**config.mk**
```make
export PLATFORM = sky130hd
export DESIGN_NAME = lc3_control_store
export DESIGN_NICKNAME = d
export VERILOG_FILES = /design/src/rtl/lc3_uc_pkg.sv /design/src/rtl/lc3_uc_rom.sv /design/src/rtl/lc3_control_store.sv
export SDC_FILE = /design/constraint.sdc
export NUM_CORES = 1
export LEC_CHECK = 0
export BUFFER_PORTS_ARGS = -buffer_cell sky130_fd_sc_hd__buf_4
export CORE_MARGIN = 5
export CORE_UTILIZATION = 30
export CTS_BUF_LIST = sky130_fd_sc_hd__clkbuf_8 sky130_fd_sc_hd__clkbuf_16
export DETAILED_ROUTE_END_ITERATION = 10
export REMOVE_ABC_BUFFERS = 1
export SLEW_MARGIN = 30
export SYNTH_ARGS = -nofsm -noshare
export SYNTH_HDL_FRONTEND = slang
export SYNTH_SLANG_ARGS = --single-unit
```
**constraint.sdc**
```tcl
create_clock -name clk -period 2.2 [get_ports clk]
set_input_delay 0 -clock clk [delete_from_list [all_inputs] [get_ports clk]]
set_output_delay 0 -clock clk [all_outputs]
set_load 0.1 [all_outputs]
```
**src/rtl/lc3_uc_pkg.sv**
```systemverilog
// LC-3 microcode definitions: control bundle layout, COND encodings, state map,
// microinstruction packing and the mask of populated ROM addresses.
package lc3_uc_pkg;

   localparam int unsigned STATE_W = 6;
   localparam int unsigned COND_W  = 3;
   localparam int unsigned J_W     = 6;
   localparam int unsigned CTRL_W  = 25;
   localparam int unsigned UWORD_W = 1 + COND_W + J_W + CTRL_W;

   // COND field; each condition ORs one J bit in the microsequencer
   localparam logic [COND_W-1:0] COND_UNC  = 3'b000;
   localparam logic [COND_W-1:0] COND_R    = 3'b001;  // bit1
   localparam logic [COND_W-1:0] COND_IR11 = 3'b010;  // bit2
   localparam logic [COND_W-1:0] COND_INT  = 3'b011;  // bit0
   localparam logic [COND_W-1:0] COND_BEN  = 3'b100;  // bit3
   localparam logic [COND_W-1:0] COND_PSR  = 3'b101;  // bit4

   localparam logic [1:0] PCMUX_INC   = 2'b00;
   localparam logic [1:0] PCMUX_BUS   = 2'b01;
   localparam logic [1:0] PCMUX_ADDER = 2'b10;
   localparam logic [1:0] DRMUX_IR11  = 2'b00;
   localparam logic [1:0] DRMUX_R7    = 2'b01;
   localparam logic [1:0] SR1MUX_IR11 = 2'b00;
   localparam logic [1:0] SR1MUX_IR8  = 2'b01;
   localparam logic       ADDR1_PC    = 1'b0;
   localparam logic       ADDR1_BASER = 1'b1;
   localparam logic [1:0] ADDR2_ZERO  = 2'b00;
   localparam logic [1:0] ADDR2_OFF6  = 2'b01;
   localparam logic [1:0] ADDR2_OFF9  = 2'b10;
   localparam logic [1:0] ADDR2_OFF11 = 2'b11;
   localparam logic       MARMUX_ZEXT = 1'b0;
   localparam logic       MARMUX_ADD  = 1'b1;
   localparam logic [1:0] ALUK_ADD    = 2'b00;
   localparam logic [1:0] ALUK_AND    = 2'b01;
   localparam logic [1:0] ALUK_NOT    = 2'b10;
   localparam logic [1:0] ALUK_PASSA  = 2'b11;

   // Microstate map; 0..15 are the IRD decode targets (opcode number)
   localparam logic [STATE_W-1:0] S_BR        = 6'd0;
   localparam logic [STATE_W-1:0] S_ADD       = 6'd1;
   localparam logic [STATE_W-1:0] S_LD        = 6'd2;
   localparam logic [STATE_W-1:0] S_ST        = 6'd3;
   localparam logic [STATE_W-1:0] S_JSR       = 6'd4;
   localparam logic [STATE_W-1:0] S_AND       = 6'd5;
   localparam logic [STATE_W-1:0] S_LDR       = 6'd6;
   localparam logic [STATE_W-1:0] S_STR       = 6'd7;
   localparam logic [STATE_W-1:0] S_NOT       = 6'd9;
   localparam logic [STATE_W-1:0] S_LDI       = 6'd10;
   localparam logic [STATE_W-1:0] S_STI       = 6'd11;
   localparam logic [STATE_W-1:0] S_JMP       = 6'd12;
   localparam logic [STATE_W-1:0] S_LEA       = 6'd14;
   localparam logic [STATE_W-1:0] S_TRAP      = 6'd15;
   localparam logic [STATE_W-1:0] S_ST_WRITE  = 6'd16;
   localparam logic [STATE_W-1:0] S_FETCH1    = 6'd18;
   localparam logic [STATE_W-1:0] S_ST_MDR    = 6'd23;
   localparam logic [STATE_W-1:0] S_LD_READ   = 6'd25;
   localparam logic [STATE_W-1:0] S_BR_TAKEN  = 6'd26;
   localparam logic [STATE_W-1:0] S_LD_WB     = 6'd27;
   localparam logic [STATE_W-1:0] S_TRAP_READ = 6'd28;
   localparam logic [STATE_W-1:0] S_STI_READ  = 6'd29;
   localparam logic [STATE_W-1:0] S_TRAP_PC   = 6'd30;
   localparam logic [STATE_W-1:0] S_STI_MAR   = 6'd31;
   localparam logic [STATE_W-1:0] S_DECODE    = 6'd32;
   localparam logic [STATE_W-1:0] S_FETCH2    = 6'd33;
   localparam logic [STATE_W-1:0] S_FETCH3    = 6'd35;
   localparam logic [STATE_W-1:0] S_LDI_READ  = 6'd36;
   localparam logic [STATE_W-1:0] S_LDI_MAR   = 6'd38;
   localparam logic [STATE_W-1:0] S_JSRR      = 6'd40;
   localparam logic [STATE_W-1:0] S_JSR_OFF   = 6'd44;

   // One bit per populated address above; RTI (8) and reserved (13) are absent
   localparam logic [63:0] VALID_MASK = 64'h0000_115B_FE85_DEFF;

   typedef struct packed {
      logic       ld_mar;
      logic       ld_mdr;
      logic       ld_ir;
      logic       ld_ben;
      logic       ld_reg;
      logic       ld_cc;
      logic       ld_pc;
      logic       gate_pc;
      logic       gate_mdr;
      logic       gate_alu;
      logic       gate_marmux;
      logic [1:0] pcmux;
      logic [1:0] drmux;
      logic [1:0] sr1mux;
      logic       addr1mux;
      logic [1:0] addr2mux;
      logic       marmux;
      logic [1:0] aluk;
      logic       mio_en;
      logic       r_w;
   } uc_ctrl_t;

   typedef struct packed {
      logic              ird;
      logic [COND_W-1:0] cond;
      logic [J_W-1:0]    j;
      uc_ctrl_t          ctrl;
   } uc_word_t;

   function automatic uc_word_t uc_pack(input logic ird, input logic [COND_W-1:0] cond,
                                        input logic [J_W-1:0] j, input uc_ctrl_t ctrl);
      uc_word_t w;
      w.ird  = ird;
      w.cond = cond;
      w.j    = j;
      w.ctrl = ctrl;
      return w;
   endfunction

endpackage

```
**src/rtl/lc3_uc_rom.sv**
```systemverilog
// Combinational 64-entry LC-3 user-mode microinstruction ROM (IRD, COND, J, ctrl).
module lc3_uc_rom
   import lc3_uc_pkg::*;
(
   input  logic [STATE_W-1:0] state,
   output uc_word_t           word
);

   uc_ctrl_t          c;
   logic              ird;
   logic [COND_W-1:0] cond;
   logic [J_W-1:0]    j;

   // Unpopulated addresses fall through to an all-zero word with J=FETCH1
   always_comb begin
      c    = '0;
      ird  = 1'b0;
      cond = COND_UNC;
      j    = S_FETCH1;
      case (state)
         S_FETCH1: begin
            c.ld_mar  = 1'b1;
            c.gate_pc = 1'b1;
            c.ld_pc   = 1'b1;
            c.pcmux   = PCMUX_INC;
            j         = S_FETCH2;
         end
         S_FETCH2: begin
            c.ld_mdr = 1'b1;
            c.mio_en = 1'b1;
            cond     = COND_R;
            j        = S_FETCH2;
         end
         S_FETCH3: begin
            c.ld_ir    = 1'b1;
            c.gate_mdr = 1'b1;
            j          = S_DECODE;
         end
         S_DECODE: begin
            c.ld_ben = 1'b1;
            ird      = 1'b1;
            j        = S_BR;
         end
         S_BR: begin
            cond = COND_BEN;
            j    = S_FETCH1;
         end
         S_BR_TAKEN, S_JSR_OFF: begin
            c.ld_pc    = 1'b1;
            c.pcmux    = PCMUX_ADDER;
            c.addr1mux = ADDR1_PC;
            c.addr2mux = (state == S_JSR_OFF) ? ADDR2_OFF11 : ADDR2_OFF9;
         end
         S_ADD, S_AND, S_NOT: begin
            c.ld_reg   = 1'b1;
            c.ld_cc    = 1'b1;
            c.gate_alu = 1'b1;
            c.drmux    = DRMUX_IR11;
            c.sr1mux   = SR1MUX_IR8;
            c.aluk     = (state == S_AND) ? ALUK_AND :
                         (state == S_NOT) ? ALUK_NOT : ALUK_ADD;
         end
         S_LD, S_LDI, S_ST, S_STI: begin
            c.ld_mar      = 1'b1;
            c.gate_marmux = 1'b1;
            c.marmux      = MARMUX_ADD;
            c.addr1mux    = ADDR1_PC;
            c.addr2mux    = ADDR2_OFF9;
            j = (state == S_LD)  ? S_LD_READ  :
                (state == S_LDI) ? S_LDI_READ :
                (state == S_ST)  ? S_ST_MDR   : S_STI_READ;
         end
         S_LDR, S_STR: begin
            c.ld_mar      = 1'b1;
            c.gate_marmux = 1'b1;
            c.marmux      = MARMUX_ADD;
            c.addr1mux    = ADDR1_BASER;
            c.addr2mux    = ADDR2_OFF6;
            c.sr1mux      = SR1MUX_IR8;
            j = (state == S_LDR) ? S_LD_READ : S_ST_MDR;
         end
         S_LEA: begin
            c.ld_reg      = 1'b1;
            c.ld_cc       = 1'b1;
            c.gate_marmux = 1'b1;
            c.marmux      = MARMUX_ADD;
            c.addr1mux    = ADDR1_PC;
            c.addr2mux    = ADDR2_OFF9;
            c.drmux       = DRMUX_IR11;
         end
         S_JMP, S_JSRR: begin
            c.ld_pc    = 1'b1;
            c.pcmux    = PCMUX_ADDER;
            c.addr1mux = ADDR1_BASER;
            c.addr2mux = ADDR2_ZERO;
            c.sr1mux   = SR1MUX_IR8;
         end
         // R7 is written before the target is formed; IR[11] picks offset vs base
         S_JSR: begin
            c.ld_reg  = 1'b1;
            c.drmux   = DRMUX_R7;
            c.gate_pc = 1'b1;
            cond      = COND_IR11;
            j         = S_JSRR;
         end
         S_TRAP: begin
            c.ld_mar      = 1'b1;
            c.gate_marmux = 1'b1;
            c.marmux      = MARMUX_ZEXT;
            j             = S_TRAP_READ;
         end
         S_TRAP_READ: begin
            c.ld_mdr  = 1'b1;
            c.mio_en  = 1'b1;
            c.ld_reg  = 1'b1;
            c.drmux   = DRMUX_R7;
            c.gate_pc = 1'b1;
            cond      = COND_R;
            j         = S_TRAP_READ;
         end
         S_TRAP_PC: begin
            c.gate_mdr = 1'b1;
            c.ld_pc    = 1'b1;
            c.pcmux    = PCMUX_BUS;
         end
         S_LD_READ, S_LDI_READ, S_STI_READ: begin
            c.ld_mdr = 1'b1;
            c.mio_en = 1'b1;
            cond     = COND_R;
            j        = state;
         end
         S_LD_WB: begin
            c.gate_mdr = 1'b1;
            c.ld_reg   = 1'b1;
            c.ld_cc    = 1'b1;
            c.drmux    = DRMUX_IR11;
         end
         S_LDI_MAR, S_STI_MAR: begin
            c.gate_mdr = 1'b1;
            c.ld_mar   = 1'b1;
            j = (state == S_LDI_MAR) ? S_LD_READ : S_ST_MDR;
         end
         S_ST_MDR: begin
            c.ld_mdr   = 1'b1;
            c.gate_alu = 1'b1;
            c.aluk     = ALUK_PASSA;
            c.sr1mux   = SR1MUX_IR11;
            j          = S_ST_WRITE;
         end
         // 16 | R-bit lands on FETCH1 once the write completes
         S_ST_WRITE: begin
            c.mio_en = 1'b1;
            c.r_w    = 1'b1;
            cond     = COND_R;
            j        = S_ST_WRITE;
         end
         default: ;
      endcase
      word = uc_pack(ird, cond, j, c);
   end

endmodule

```
**src/rtl/lc3_control_store.sv**
```systemverilog
// LC-3 microstate register with control-store lookup, illegal-state recovery
// and decode counter.
module lc3_control_store
   import lc3_uc_pkg::*;
#(
   parameter logic [STATE_W-1:0] RESET_STATE = 6'd18,
   parameter int unsigned        CNT_W       = 16
) (
   input  logic               clk,
   input  logic               rst_n,
   input  logic               ce,
   input  logic [STATE_W-1:0] next_state,
   output logic [STATE_W-1:0] state,
   output logic               ird,
   output logic [COND_W-1:0]  cond,
   output logic [J_W-1:0]     j,
   output uc_ctrl_t           ctrl,
   output logic               bad_state,
   output logic [CNT_W-1:0]   instr_count
);

   logic [STATE_W-1:0] state_nxt;
   logic               bad_nxt;
   logic [CNT_W-1:0]   cnt_nxt;
   logic               load_ok;
   uc_word_t           word;

   always_ff @(posedge clk or negedge rst_n) begin
      if (!rst_n) begin
         state       <= RESET_STATE;
         bad_state   <= 1'b0;
         instr_count <= '0;
      end else begin
         state       <= state_nxt;
         bad_state   <= bad_nxt;
         instr_count <= cnt_nxt;
      end
   end

   // Unpopulated targets restart at FETCH1; the decode count is independent
   always_comb begin
      state_nxt = state;
      bad_nxt   = bad_state;
      cnt_nxt   = instr_count;
      load_ok   = VALID_MASK[next_state];
      if (ce) begin
         state_nxt = load_ok ? next_state : RESET_STATE;
         bad_nxt   = bad_state | ~load_ok;
         if (state == S_DECODE) begin
            cnt_nxt = instr_count + CNT_W'(1);
         end
      end
   end

   lc3_uc_rom u_rom (
      .state (state),
      .word  (word)
   );

   always_comb begin
      ird  = word.ird;
      cond = word.cond;
      j    = word.j;
      ctrl = word.ctrl;
   end

endmodule

```
==> flow_summary.json, run 1 <==
{
  "end_kind": "output pin",
  "cp_data_required_time_ps": 2200,
  "grt_use_total_pct": 12.9,
  "drt_wl_total_um": 5500,
  "fin_util_pct": 40.2,
  "switching_share_pct": 53.2,
  "routabilityCongestion": 0.830,
  "vias": 2019,
  "core.rowCount": 29,
  "fill_cells": 678,
  "cts_root_buf": "clkbuf_8",
  "synth_compound_area_share_pct": 20.4,
  "grt_pass1_wl_um": 9250,
  "combPwrFrac_pct": 57.2,
  "final.setup.worst_slack_ps": 150,
  "drv_cap": 0,
  "dr.pass1.iters": 4,
  "min_period_ps": 2050,
  "synth-main-ff-cell": "dfrtp_1",
  "critPathMaxStageDelay_ps": 390,
  "cts_tree": "done",
  "power_leakage_nw": 1.17,
  "die_h_um": 91.1,
  "dr.first_iter.drc_count": 119,
  "drive_gt1_share_pct": 28.7,
  "netlist_area_mm2": 0.00197,
  "synth.avg_cell_area_um2": 7.80,
  "synth-edff-count": 0,
  "worstSetupPathType": "register to output pin",
  "switchingPower_w": 0.000898,
  "synthMuxAreaShare_pct": 1.08,
  "start_util_pct": 30.9,
  "clockPowerShare_pct": 15.5,
  "cpMostUsedCell": "buf_4",
  "ys_types": 54,
  "reg2reg_depth": 4,
  "ioPinCount": 67,
  "dp_cells": 375,
  "synth_top_family_by_area": "simple AND/OR/NAND/NOR gates",
  "grt_pass1_vias": 1895,
  "synth_largest_area_cell": "dfrtp_1",
  "syn-instance-count": 253,
  "finalSetupViolCount": 0,
  "hold_class": "input port to register",
  "netlist.area_leader.share_pct": 26.6,
  "hold_viol": 0,
  "yosysSeqAreaShare_pct": 29.3,
  "cp_slowest_cell": "dfrtp_1",
  "diodes": 0,
  "rrSetupSlack_ps": 310,
  "fin_worst_skew_ps": 3.45,
  "synth_xor_area_share_pct": 7.99,
  "nets": 314,
  "power.internal_w": 0.000790,
  "dp_hpwl_um": 4160,
  "seq_power_share_pct": 27.3,
  "ant_nets": 0,
  "critPathMaxFanout": 16,
  "dp_slack_ps": 316,
  "synthSimpleGateAreaFrac_pct": 32.2,
  "ir_worst_vdd_v": 0.000448,
  "clk-insertion-delay-late_ps": 260,
  "fmax_ghz": 0.488,
  "grt_max_degree": 35,
  "clock_sinks": 23,
  "outcome": "finished, final reports clean",
  "drc": 0,
  "port_buffers": 64,
  "drv_slew": 0,
  "overflow": 0,
  "die_w_um": 91.1,
  "fin_tns_setup_ps": 0,
  "critPathLaunchType": "register",
  "cts_max_path_buffers": 2,
  "die-area_mm2": 0.00830,
  "wl_per_cell_um": 14.5,
  "synth_most_common_cell": "nor2_1",
  "worstPathCellList": "buf_4 -> nand2b_1 -> o22a_1 -> o32a_1 -> o21ai_0 -> buf_4",
  "avgViaCountPerCell": 5.31,
  "synth_warnings": 0,
  "htreeDepth": 1,
  "coreArea_mm2": 0.00639,
  "area_growth_pct": 30.1,
  "arrival_ps": 2050,
  "period_share_pct": 93.2,
  "synth_common_cells": "nor2_1 (23), dfrtp_1 (21), nand2_1 (21)",
  "holdWs_ps": 13.1,
  "antenna_found_initial": 0,
  "stdcell_count": 380,
  "synthAdderAreaFrac_pct": 0.634,
  "ys_seq_elements": 23,
  "clk_pin_slew_worst_paths_ps": 80,
  "cts_inserted_buffers": 3,
  "rsz0062_at_grt": "no",
  "ys_top_cells_by_area": "dfrtp_1 (27%), xnor2_1 (5.3%), nor2_1 (4.4%), nand2_1 (4.0%), clkbuf_1 (3.8%)",
  "powerDensity_mw_per_mm2": 657,
  "async_reset_ff_share_pct": 100,
  "hold_depth": 3
}
-- state kept, by name (all words and copies together) (netlist names) --
register,count
state,6
bad_state,1
instr_count,16
-- critical path: cells and delay by family, from the launching register on --
family,cells,cell delay [ps]
compound gates,3,590
simple gates,1,270
buf+inv,2,520
flops,1,390
-- routing by layer --
metal	vias up	part of all wire, %	track usage, %
li1	1012	-	-
met1	952	44	18.3
met2	51	50	21.1
met3	4	5.0	2.23
met4	0	0.65	1.83
met5	-	0	0
-- power by group through the flow --
stage	Clock [W]	Combinational (W)	Sequential, W
6_report	0.000262	0.000966	0.000460
5_1_grt	0.000285	0.00102	0.000465
4_1_cts	0.000272	0.000959	0.000459
3_5_place_dp	0	0.000956	0.000468
3_3_place_gp	0	0.000957	0.000467
2_1_floorplan	0	0.000609	0.000597
-- through the flow --
stage / cell area [um^2] / total power (W)
2_1_floorplan: 1840 / 0.00121
3_3_place_gp: 2480 / 0.00142
3_5_place_dp: 2480 / 0.00142
4_1_cts: 2540 / 0.00169
5_1_grt: 2570 / 0.00177
6_report: 2570 / 0.00169
-- final timing paths --
kind	start	endpoint
hold / removal	next_state[2]	state[2]$_DFFE_PN0P_
min in group asynchronous	rst_n	instr_count[10]$_DFFE_PN0P_
setup / recovery	state[0]$_DFFE_PN0P_	j[5]
max in group asynchronous	rst_n	state[1]$_DFFE_PN1P_
hold reg to reg	instr_count[15]$_DFFE_PN0P_	instr_count[15]$_DFFE_PN0P_
setup reg to reg	state[3]$_DFFE_PN0P_	instr_count[13]$_DFFE_PN0P_
-- layout make-up --
cell class	count	area [um^2]	share of cell area (%)
sequential	23	579	22.6
clock buffer	3	41.3	1.61
multi-input combinational	196	1250	48.6
timing repair buffer	73	569	22.2
tap	77	96.3	3.75
clock inverter	1	7.51	0.292
inverter	7	26.3	1.02
-- cell usage in the layout (no fill, tap or decap), types with 2 or more instances in the layout --
master,instances
dfrtp_1,20
buf_4,67
nor4_4,2
nand3_1,9
conb_1,2
nor4_1,2
o32ai_1,3
o22a_1,4
a31oi_1,5
o2bb2ai_1,2
and3_1,4
buf_6,5
xor2_1,6
a21oi_1,10
nor4b_1,3
dfstp_2,2
a22oi_1,5
xnor2_1,12
o22ai_1,5
nor2_1,23
and2_1,3
nor3b_1,2
nor2b_1,10
nand4_1,5
nor3_1,11
o21ai_0,13
a211oi_1,2
nand2_1,21
nor3b_2,2
nand2b_1,8
inv_1,7
clkbuf_8,3
-- repair_timing --
action,CTS,global route
buffers inserted,0,0
endpoints found under the setup margin,0,11
endpoints found under the hold margin,23,0
hold buffers,1,0
resized for setup,0,8
-- cell families after synthesis --
kind of cell	Yosys count
buf+inv	35
xor+xnor	18
other cells	1
simple gates	113
mux	2
flops	23
fa+ha+maj	1
compound gates	60
Note: power is estimated with default switching activity, not from simulation.
==> inputs of run 2 (changes only) <==
--- a/config.mk
+++ b/config.mk
@@ -5,7 +5,7 @@
 export SDC_FILE = /design/constraint.sdc
 export NUM_CORES = 1
 export LEC_CHECK = 0
-export BUFFER_PORTS_ARGS = -buffer_cell sky130_fd_sc_hd__buf_4
+export BUFFER_PORTS_ARGS = -buffer_cell sky130_fd_sc_hd__clkbuf_2
 export CORE_MARGIN = 5
 export CORE_UTILIZATION = 30
 export CTS_BUF_LIST = sky130_fd_sc_hd__clkbuf_8 sky130_fd_sc_hd__clkbuf_16
@@ -14,4 +14,5 @@
 export SLEW_MARGIN = 30
 export SYNTH_ARGS = -nofsm -noshare
 export SYNTH_HDL_FRONTEND = slang
+export SYNTH_HIERARCHICAL = 1
 export SYNTH_SLANG_ARGS = --single-unit
==> flow_summary.json, run 2 <==
{
  "finalSetupViolCount": 0,
  "vias": 1985,
  "clk_pin_slew_worst_paths_ps": 70,
  "cts_inserted_buffers": 3,
  "place_area_mm2": 0.00287,
  "ioPinCount": 67,
  "top_register": "instr_count",
  "synth_most_common_cell": "dfrtp_1",
  "die_w_um": 93.4,
  "ys_seq_elements": 23,
  "outcome": "finished, final reports clean",
  "regArea_um2": 584,
  "crit_buf_inv": 1,
  "cp_slowest_cell": "dfstp_2",
  "area_growth_pct": 41.0,
  "synth-edff-count": 0,
  "worstSetupPathType": "register to output pin",
  "ir_worst_vdd_v": 0.000336,
  "hold_class": "input port to register",
  "wl_per_cell_um": 13.2,
  "layout_common_cells": "clkbuf_2 (31), buf_12 (29), nand2_1 (20)",
  "critPathMaxStageDelay_ps": 690,
  "die-area_mm2": 0.00872,
  "dp_slack_ps": 323,
  "coreArea_mm2": 0.00679,
  "clk-insertion-delay-late_ps": 260,
  "crit_path_start": "state[4]$_DFFE_PN1P_",
  "timing.rr.start": "state[1]$_DFFE_PN1P_",
  "critPathMaxFanout": 14,
  "critPathLaunchType": "register",
  "core.rowCount": 30,
  "worstPathCellList": "nor2b_2 -> a22oi_1 -> o22a_1 -> o21ai_1 -> buf_12",
  "final.setup.worst_slack_ps": 130,
  "fill_cells": 669,
  "grt_max_degree": 24,
  "dr.first_iter.drc_count": 152,
  "htreeDepth": 1,
  "diodes": 0,
  "overflow": 0,
  "cts_tree": "done",
  "synth_warnings": 6,
  "synth_common_cells": "dfrtp_1 (21), nand2_1 (20), nor2_1 (18)",
  "regToRegEndpoint": "instr_count[15]$_DFFE_PN0P_",
  "drc": 0,
  "drv_slew": 0,
  "ant_nets": 0,
  "netlist.area_leader.share_pct": 25.2,
  "ys_top_cells_by_area": "dfrtp_1 (25%), xnor2_1 (5.9%), buf_6 (3.8%), nand2_1 (3.6%), nand2b_1 (3.6%)",
  "period_share_pct": 94.1,
  "dr.pass1.iters": 4,
  "rsz0062_at_grt": "no",
  "hold_viol": 0,
  "die_h_um": 93.4,
  "antenna_found_initial": 0,
  "drv_cap": 0,
  "powerDensity_mw_per_mm2": 620,
  "fin_worst_skew_ps": 4.83,
  "max_slew_margin_pct": 61.1,
  "cts_root_buf": "clkbuf_8",
  "final_area_mm2": 0.00294,
  "fin_util_pct": 43.3,
  "dp_hpwl_um": 4110,
  "layout.cells.most_common": "clkbuf_2",
  "port_buffers": 64,
  "min_period_ps": 2070,
  "clock_sinks": 23,
  "cts_max_path_buffers": 2,
  "postCtsSetupBuffers": 0,
  "fmax_ghz": 0.483,
  "power_leakage_nw": 1.23,
  "synth.avg_cell_area_um2": 8.28,
  "crit_cells": 5,
  "end_kind": "output pin",
  "grt_pass1_wl_um": 8830,
  "nets": 318,
  "drive_gt1_share_pct": 32.2,
  "arrival_ps": 2070,
  "netlist_area_mm2": 0.00209,
  "crit_end": "j[2]",
  "async_reset_ff_share_pct": 100,
  "drt_wl_total_um": 5320,
  "cp_top_family": "flip-flops",
  "rrSetupSlack_ps": 400,
  "grt_use_total_pct": 12.1,
  "worst_pin_slew_ps": 575,
  "synth-main-ff-cell": "dfrtp_1",
  "multi_input_area_mm2": 0.00129,
  "cp_data_required_time_ps": 2200,
  "largestRegisters": "instr_count x16, state x6, bad_state x1",
  "yosysSeqAreaShare_pct": 27.7,
  "routabilityCongestion": 0.891,
  "synth_largest_area_cell": "dfrtp_1",
  "ys_types": 60,
  "avgViaCountPerCell": 4.93,
  "largest_register_ffs": 16,
  "holdWs_ps": 33.1,
  "start_util_pct": 30.7,
  "grt_pass1_vias": 1817,
  "reg2reg_depth": 4,
  "syn-instance-count": 252
}
## run 2: cell count changes after synthesis, sizes merged, moves of 4 or more
| cell | before | now |
|---|---|---|
| clkbuf | 20 | 4 |
| o21a | 1 | 5 |
| buf | 8 | 21 |
| inv | 7 | 11 |
| nand2b | 8 | 12 |
## run 2: kinds of logic (layout without fill, tap and decap cells)
kind of cell,Yosys count,after routing,synth area share (%)
simple gates,109,109,32.0
compound gates,60,60,19.3
buf+inv,36,90,10.7
flops,23,23,27.7
xor+xnor,20,20,8.40
fa+ha+maj,2,2,1.14
other cells,1,2,0.180
mux,1,1,0.540
## run 2: through the flow
stage / power [W] / std cells / TNS (ps)
3_5_place_dp: 0.00158 / 398 / 0
5_1_grt: 0.00191 / 403 / 0
6_report: 0.00182 / 403 / 0
3_3_place_gp: 0.00157 / 398 / 0
4_1_cts: 0.00184 / 403 / 0
2_1_floorplan: 0.00121 / 228 / -40200
## run 2: layer usage
metal | wire length (um) | GRT usage [%] | vias to the layer above
li1 | - | - | 1003
met1 | 2420 | 16.8 | 914
met2 | 2560 | 20.0 | 66
met3 | 317 | 1.61 | 2
met4 | 17 | 2.20 | 0
met5 | 0 | 0 | -
## run 2: worst min-delay path by stage
| stage | start | end | cells past startpoint |
|---|---|---|---|
| floorplan | rst_n | bad_state$_DFFE_PN0P_ | 0 |
| global placement | rst_n | instr_count[4]$_DFFE_PN0P_ | 1 |
| detailed placement | rst_n | instr_count[4]$_DFFE_PN0P_ | 1 |
| CTS | next_state[2] | state[2]$_DFFE_PN0P_ | 3 |
| global route | next_state[2] | state[2]$_DFFE_PN0P_ | 3 |
| finish | next_state[2] | state[2]$_DFFE_PN0P_ | 3 |
## run 2: cell type report
cell class	instances	share of cell area [%]
Timing Repair Buffer	75	29.1
Tap cell	96	4.08
Clock buffer	3	1.40
Inverter	11	1.40
Clock inverter	1	0.170
Sequential cell	23	19.9
Multi-Input combinational cell	194	44.0
## run 2: power by group
| part | switching, W | leakage, nW | internal [W] |
|---|---|---|---|
| Sequential | 0.0000375 | 0.303 | 0.000439 |
| Combinational | 0.000748 | 0.902 | 0.000349 |
| Clock | 0.000123 | 0.0255 | 0.000126 |
| Total | 0.000909 | 1.23 | 0.000913 |
## run 2: repair_timing
action / in CTS / in global routing
endpoints found under the setup margin: 0 / 13
gates resized for setup: 0 / 6
hold endpoints to repair: 21 / 0
hold buffers: 1 / 0
## run 2: worst register-to-register path, delay by kind of cell (launching register included)
| family | cells | cell delay (ps) |
|---|---|---|
| and+or+nand+nor | 3 | 1010 |
| DFF | 1 | 540 |
| xor gates and xnor gates | 1 | 150 |
